--- src/rtl/pause_halt_ctrl.sv ---
// pause_halt_ctrl: arbitrates the core's single halt input between the user
// pause button, OSD-open pause and hiscore RAM access.
//
// Halts only on a vblank rising edge (or after VB_TIMEOUT cycles), lets the
// halt settle for HALT_SETTLE cycles before granting hiscore access, and on
// release drops hs_grant at least one cycle before cpu_pause. A long
// user/OSD pause raises dim_video.
//
// Ports:
//   clk_sys      in  system clock
//   reset        in  asynchronous active-high reset
//   btn_pause    in  pause button level (clk_sys domain)
//   osd_open     in  OSD visible
//   osd_pause_en in  pause while OSD is open
//   hs_req       in  hiscore RAM access request (level)
//   vblank       in  core vertical blank
//   cpu_pause    out halt to core (registered)
//   hs_grant     out hiscore may access RAM (registered)
//   user_paused  out user pause toggle state
//   dim_video    out dim output video (registered)

module pause_halt_ctrl #(
    parameter int unsigned      CNT_W       = 32,
    parameter logic [CNT_W-1:0] DIM_CYCLES  = 32'h1C9C3800,
    parameter int unsigned      HALT_SETTLE = 4,
    parameter logic [CNT_W-1:0] VB_TIMEOUT  = 32'h000F4240
) (
    input  logic clk_sys,
    input  logic reset,
    input  logic btn_pause,
    input  logic osd_open,
    input  logic osd_pause_en,
    input  logic hs_req,
    input  logic vblank,
    output logic cpu_pause,
    output logic hs_grant,
    output logic user_paused,
    output logic dim_video
);

    localparam int unsigned SW =
        (HALT_SETTLE > 1) ? $clog2(HALT_SETTLE) : 1;

    localparam logic [SW-1:0]    SETTLE_LAST = SW'(HALT_SETTLE - 1);
    localparam logic [CNT_W-1:0] TO_LAST     = VB_TIMEOUT - CNT_W'(1);

    localparam logic [2:0] S_RUN     = 3'd0;
    localparam logic [2:0] S_WAIT_VB = 3'd1;
    localparam logic [2:0] S_HALT    = 3'd2;
    localparam logic [2:0] S_HELD    = 3'd3;
    localparam logic [2:0] S_RELEASE = 3'd4;

    logic [2:0]       state;
    logic [2:0]       state_nx;
    logic             btn_q;
    logic             vb_q;
    logic             btn_rise;
    logic             vb_rise;
    logic             view_pause;
    logic             halt_want;
    logic [CNT_W-1:0] to_cnt;
    logic [SW-1:0]    settle_cnt;
    logic [CNT_W-1:0] dim_cnt;
    logic [CNT_W-1:0] dim_nx;
    logic             pause_nx;

    always_comb begin
        btn_rise   = btn_pause & ~btn_q;
        vb_rise    = vblank & ~vb_q;
        view_pause = user_paused | (osd_open & osd_pause_en);
        halt_want  = view_pause | hs_req;
    end

    always_comb begin
        state_nx = state;
        unique case (state)
            S_RUN: begin
                if (halt_want)
                    state_nx = S_WAIT_VB;
            end
            S_WAIT_VB: begin
                if (!halt_want)
                    state_nx = S_RUN;
                else if (vb_rise || to_cnt == TO_LAST)
                    state_nx = S_HALT;
            end
            S_HALT: begin
                // Settle always completes, even if the request went away.
                if (settle_cnt == SETTLE_LAST)
                    state_nx = S_HELD;
            end
            S_HELD: begin
                if (!halt_want)
                    state_nx = S_RELEASE;
            end
            S_RELEASE: begin
                // One cycle of pause with grant already low; a new
                // request re-enters through WAIT_VB.
                state_nx = S_RUN;
            end
            default: state_nx = S_RUN;
        endcase
    end

    always_comb begin
        pause_nx = (state_nx == S_HALT) ||
                   (state_nx == S_HELD) ||
                   (state_nx == S_RELEASE);
    end

    // Dim counter runs only while the core is actually halted for a
    // viewer-visible reason; hiscore-only halts never dim the picture.
    always_comb begin
        dim_nx = '0;
        if (cpu_pause && view_pause) begin
            if (dim_cnt >= DIM_CYCLES)
                dim_nx = dim_cnt;
            else
                dim_nx = dim_cnt + CNT_W'(1);
        end
    end

    always_ff @(posedge clk_sys or posedge reset) begin
        if (reset) begin
            state       <= S_RUN;
            btn_q       <= 1'b0;
            vb_q        <= 1'b0;
            user_paused <= 1'b0;
            to_cnt      <= '0;
            settle_cnt  <= '0;
            dim_cnt     <= '0;
            cpu_pause   <= 1'b0;
            hs_grant    <= 1'b0;
            dim_video   <= 1'b0;
        end else begin
            btn_q <= btn_pause;
            vb_q  <= vblank;
            if (btn_rise)
                user_paused <= ~user_paused;

            state <= state_nx;

            if (state == S_RUN)
                to_cnt <= '0;
            else if (state == S_WAIT_VB && to_cnt != '1)
                to_cnt <= to_cnt + CNT_W'(1);

            if (state == S_WAIT_VB)
                settle_cnt <= '0;
            else if (state == S_HALT && settle_cnt != SETTLE_LAST)
                settle_cnt <= settle_cnt + SW'(1);

            cpu_pause <= pause_nx;
            // Grant tracks hs_req one cycle late, only while fully held.
            hs_grant  <= (state == S_HELD) && hs_req;

            dim_cnt   <= dim_nx;
            dim_video <= (dim_nx >= DIM_CYCLES);
        end
    end

endmodule

--- config.mk ---
export PLATFORM = sky130hd
export DESIGN_NAME = pause_halt_ctrl
export DESIGN_NICKNAME = d
export VERILOG_FILES = /design/src/rtl/pause_halt_ctrl.sv
export SDC_FILE = /design/constraint.sdc
export NUM_CORES = 1
export LEC_CHECK = 0
export CAP_MARGIN = 30
export CORE_ASPECT_RATIO = 2
export CORE_MARGIN = 5
export CORE_UTILIZATION = 40
export CTS_CLUSTER_SIZE = 12
export DETAILED_ROUTE_END_ITERATION = 10
export GPL_TIMING_DRIVEN = 0
export PLACE_DENSITY = 0.6
export SLEW_MARGIN = 5
export SYNTH_ARGS = -nofsm -noshare
export SYNTH_HDL_FRONTEND = slang
export SYNTH_SLANG_ARGS = --single-unit
--- constraint.sdc ---
create_clock -name clk_sys -period 2.45 [get_ports clk_sys]
set_input_delay 0.49 -clock clk_sys [delete_from_list [all_inputs] [get_ports clk_sys]]
set_output_delay 0.49 -clock clk_sys [all_outputs]
set_load 0.05 [all_outputs]
==> impl_metrics.env <==
export IMPL_status="complete, no violations"
export IMPL_min_path_type="flop to flop"
export IMPL_synthTopCellsByArea="dfrtp_1 46%, nor2_1 6.9%, xor2_1 6.7%"
export IMPL_syn_avg_cell_area_um2=9.342
export IMPL_finalCritPeriodShare_pct=98.49
export IMPL_area_growth_pct=17.78
export IMPL_async_reset_ff_share_pct=100.0
export IMPL_cp_cell_sequence="nand4_1 -> a2111oi_4 -> o21ai_4 -> and3_1 -> o311ai_1 -> o311ai_2 -> a31oi_1"
export IMPL_hpwl_mm=6.875
export IMPL_cts_root_buffer="clkbuf_16"
export IMPL_core_mm2=0.01008
export IMPL_die_area_mm2=0.01245
export IMPL_rsz0062_at_grt="true"
export IMPL_leakage_nw=1.978
export IMPL_finalNonFillerCells=601
export IMPL_num_antenna_cells=0
export IMPL_slowest_stage="o311ai_1"
export IMPL_finalWirelength_mm=9.441
export IMPL_switching_share_pct=32.79
export IMPL_fillCellCount=969
export IMPL_worst_pin_slew_ns=0.5549
export IMPL_startpoint_type="flop"
export IMPL_grt_max_degree=45
export IMPL_grt_overflow_total=0
export IMPL_wl_per_cell_um=15.71
export IMPL_utilization_pct=47.68
export IMPL_fin_skew_ns=0.007132
export IMPL_fp_row_count=52
export IMPL_grt_first_pass_wirelength_mm=16.06
export IMPL_relSlewSlack_pct=62.42
export IMPL_power_density_mw_per_mm2=729.5
export IMPL_ir_drop_v=0.0004594
export IMPL_seqPwrFrac_pct=41.1
export IMPL_antenna_found_initial=0
export IMPL_drv_cap=0
export IMPL_yosysTopAreaCell="dfrtp_1"
export IMPL_crit_required_ns=2.71
export IMPL_synthCells=437
export IMPL_ys_flop_type="dfrtp_1"
export IMPL_start_util_pct=40.48
export IMPL_cpPeakStageDelay_ns=0.49
export IMPL_synth_cell_types=57
export IMPL_clock_power_share_pct=36.7
export IMPL_yosys_warnings=0
export IMPL_synth_edf_count=0
export IMPL_cp_end_kind="flop"
export IMPL_min_period_ns=2.413
export IMPL_num_vias=3259
export IMPL_ioPinCount=11
export IMPL_htree_levels=3
export IMPL_synth_area_mm2=0.004083
export IMPL_internal_power_mw=2.357
export IMPL_die_h_um=152.9
export IMPL_cts_tree="built"
export IMPL_drc_errors=0
export IMPL_setup_viol=0
export IMPL_cts_buffers=9
export IMPL_slew_violations=0
export IMPL_cts_clk_slew_worst_paths_ns=0.06
export IMPL_hold_buffers=0
export IMPL_fin_setup_tns_ns=0
export IMPL_hold_viol=0
export IMPL_track_usage_pct=16.58
export IMPL_critPathMaxFanout=5
export IMPL_globalplace_congestion=0.9298
export IMPL_p_total_mw=3.508
export IMPL_syn_num_nets=448
export IMPL_die_w_um=81.44
export IMPL_combPwrFrac_pct=22.2
export IMPL_critPathTopFamily="compound AO/OA/AOI/OAI gates"
export IMPL_max_clock_path_buffers=2
export IMPL_netlist_top_cells_count="75 x dfrtp_1, 75 x nor2_1, 36 x nand2_1"
export IMPL_placed_cells=583
export IMPL_io_buffers=10
export IMPL_cts_sinks=75
export IMPL_drtAntennaViolNets=0
export IMPL_synth_top_area_share_pct=45.97
export IMPL_ys_seq_area_share_pct=45.97
export IMPL_path_buf_inv=0
export IMPL_grt_pass1_vias=3412
export IMPL_fmax_ghz=0.4144
export IMPL_power_switching_mw=1.150
export IMPL_nNetsFinal=472
export IMPL_crit_arrival_ns=2.67
export IMPL_worstSkewPairLatency_ns=0.33
export IMPL_first_iter_violations=149
export IMPL_firstDrtPassIters=5
export IMPL_crit_type="flop to flop"
export IMPL_synth_seq_cells=75
export IMPL_drive_gt1_share_pct=13.52
export IMPL_vias_per_cell=5.423
## cell families (layout without fill, tap and decap cells)
group,Yosys count,in the layout,synth area share [%]
flops,75,75,45.97
fa+ha+maj,4,4,1.226
buf+inv,24,53,2.727
simple gates,236,236,30.89
xor+xnor,52,52,11.34
mux,3,3,0.7662
compound gates,43,43,7.080
## through the flow
| step | setup slack, ns | hold slack [ns] | area (um2) |
|---|---|---|---|
| finish | 0.03699 | 0.4946 | 4808 |
| global route | -0.08273 | 0.5317 | 4808 |
| CTS | 0.009972 | 0.5007 | 4682 |
| detailed placement | -0.1709 | 0.4885 | 4374 |
| global placement | -1.172 | 0.4919 | 4352 |
| floorplan | 0.05002 | 0.4583 | 4083 |
## state kept, by name, summed over array words and instances, names as in the netlist
signal / count
dim_cnt: 32
to_cnt: 32
state: 3
settle_cnt: 2
btn_q: 1
cpu_pause: 1
dim_video: 1
hs_grant: 1
user_paused: 1
vb_q: 1
## placed cells by master (no fill, tap or decap), types with 4 or more instances in the layout
cell type and n:
and4_1 5, xor2_1 31, nor3_2 4, a21oi_1 9, clkbuf_16 9, clkdlybuf4s50_1 10, nand2_1 35, and3_1 6
dfrtp_1 71, xnor2_1 20, nor4_1 5, nor2_1 73, and2_1 4, clkbuf_1 8, o21ai_0 10, inv_1 14
dfrtp_2 4, or3_1 7, nor3_1 9, ha_1 4, nand2b_1 6, nand4_1 22, nand3_1 26
## metal layers
layer / share of wire [%] / wire, um / up-vias / GRT usage [%]
li1: - / - / 1586 / -
met1: 37 / 3537 / 1582 / 17.35
met2: 56 / 5258 / 63 / 28.87
met3: 2.4 / 228 / 28 / 3.239
met4: 4.4 / 416 / 0 / 10.80
met5: 0 / 0 / - / 0
## cell type report
type                       count  area (um2)  share of cell area [%]
multi-input combinational    338        2210                   45.95
sequential                    75        1882                   39.14
clock buffer                  11       232.7                   4.840
tap                          135       168.9                   3.513
timing repair buffer          13       147.6                   3.071
inverter                      15       58.81                   1.223
buffer                         9       55.05                   1.145
clock inverter                 5       53.80                   1.119
## power by group through the flow
stage	clock (mW)	combinational, mW	sequential (mW)
global placement	0	0.764	1.45
global route	1.38	0.886	1.45
detailed placement	0	0.786	1.45
CTS	1.32	0.792	1.43
finish	1.29	0.780	1.44
floorplan	0	0.476	1.50
## worst paths after layout
check / startpoint / end / slack [ns] / depth (start not counted)
min in group asynchronous: reset / dim_cnt[14] / 0.52 / 2
worst max-delay path: dim_cnt[18] / dim_video / 0.04 / 7
max in group asynchronous: reset / to_cnt[0] / 1.36 / 3
worst min register to register: user_paused / user_paused / 0.49 / 1
worst min-delay path: user_paused / user_paused / 0.49 / 1
worst max register to register: dim_cnt[18] / dim_video / 0.04 / 7
## repair_timing
item	in CTS	in global routing
setup endpoints to repair	25	32
cloned	0	0
buffers inserted	0	2
resized for setup	4	20
pin swaps	0	2
(Power assumes the default switching activity.)
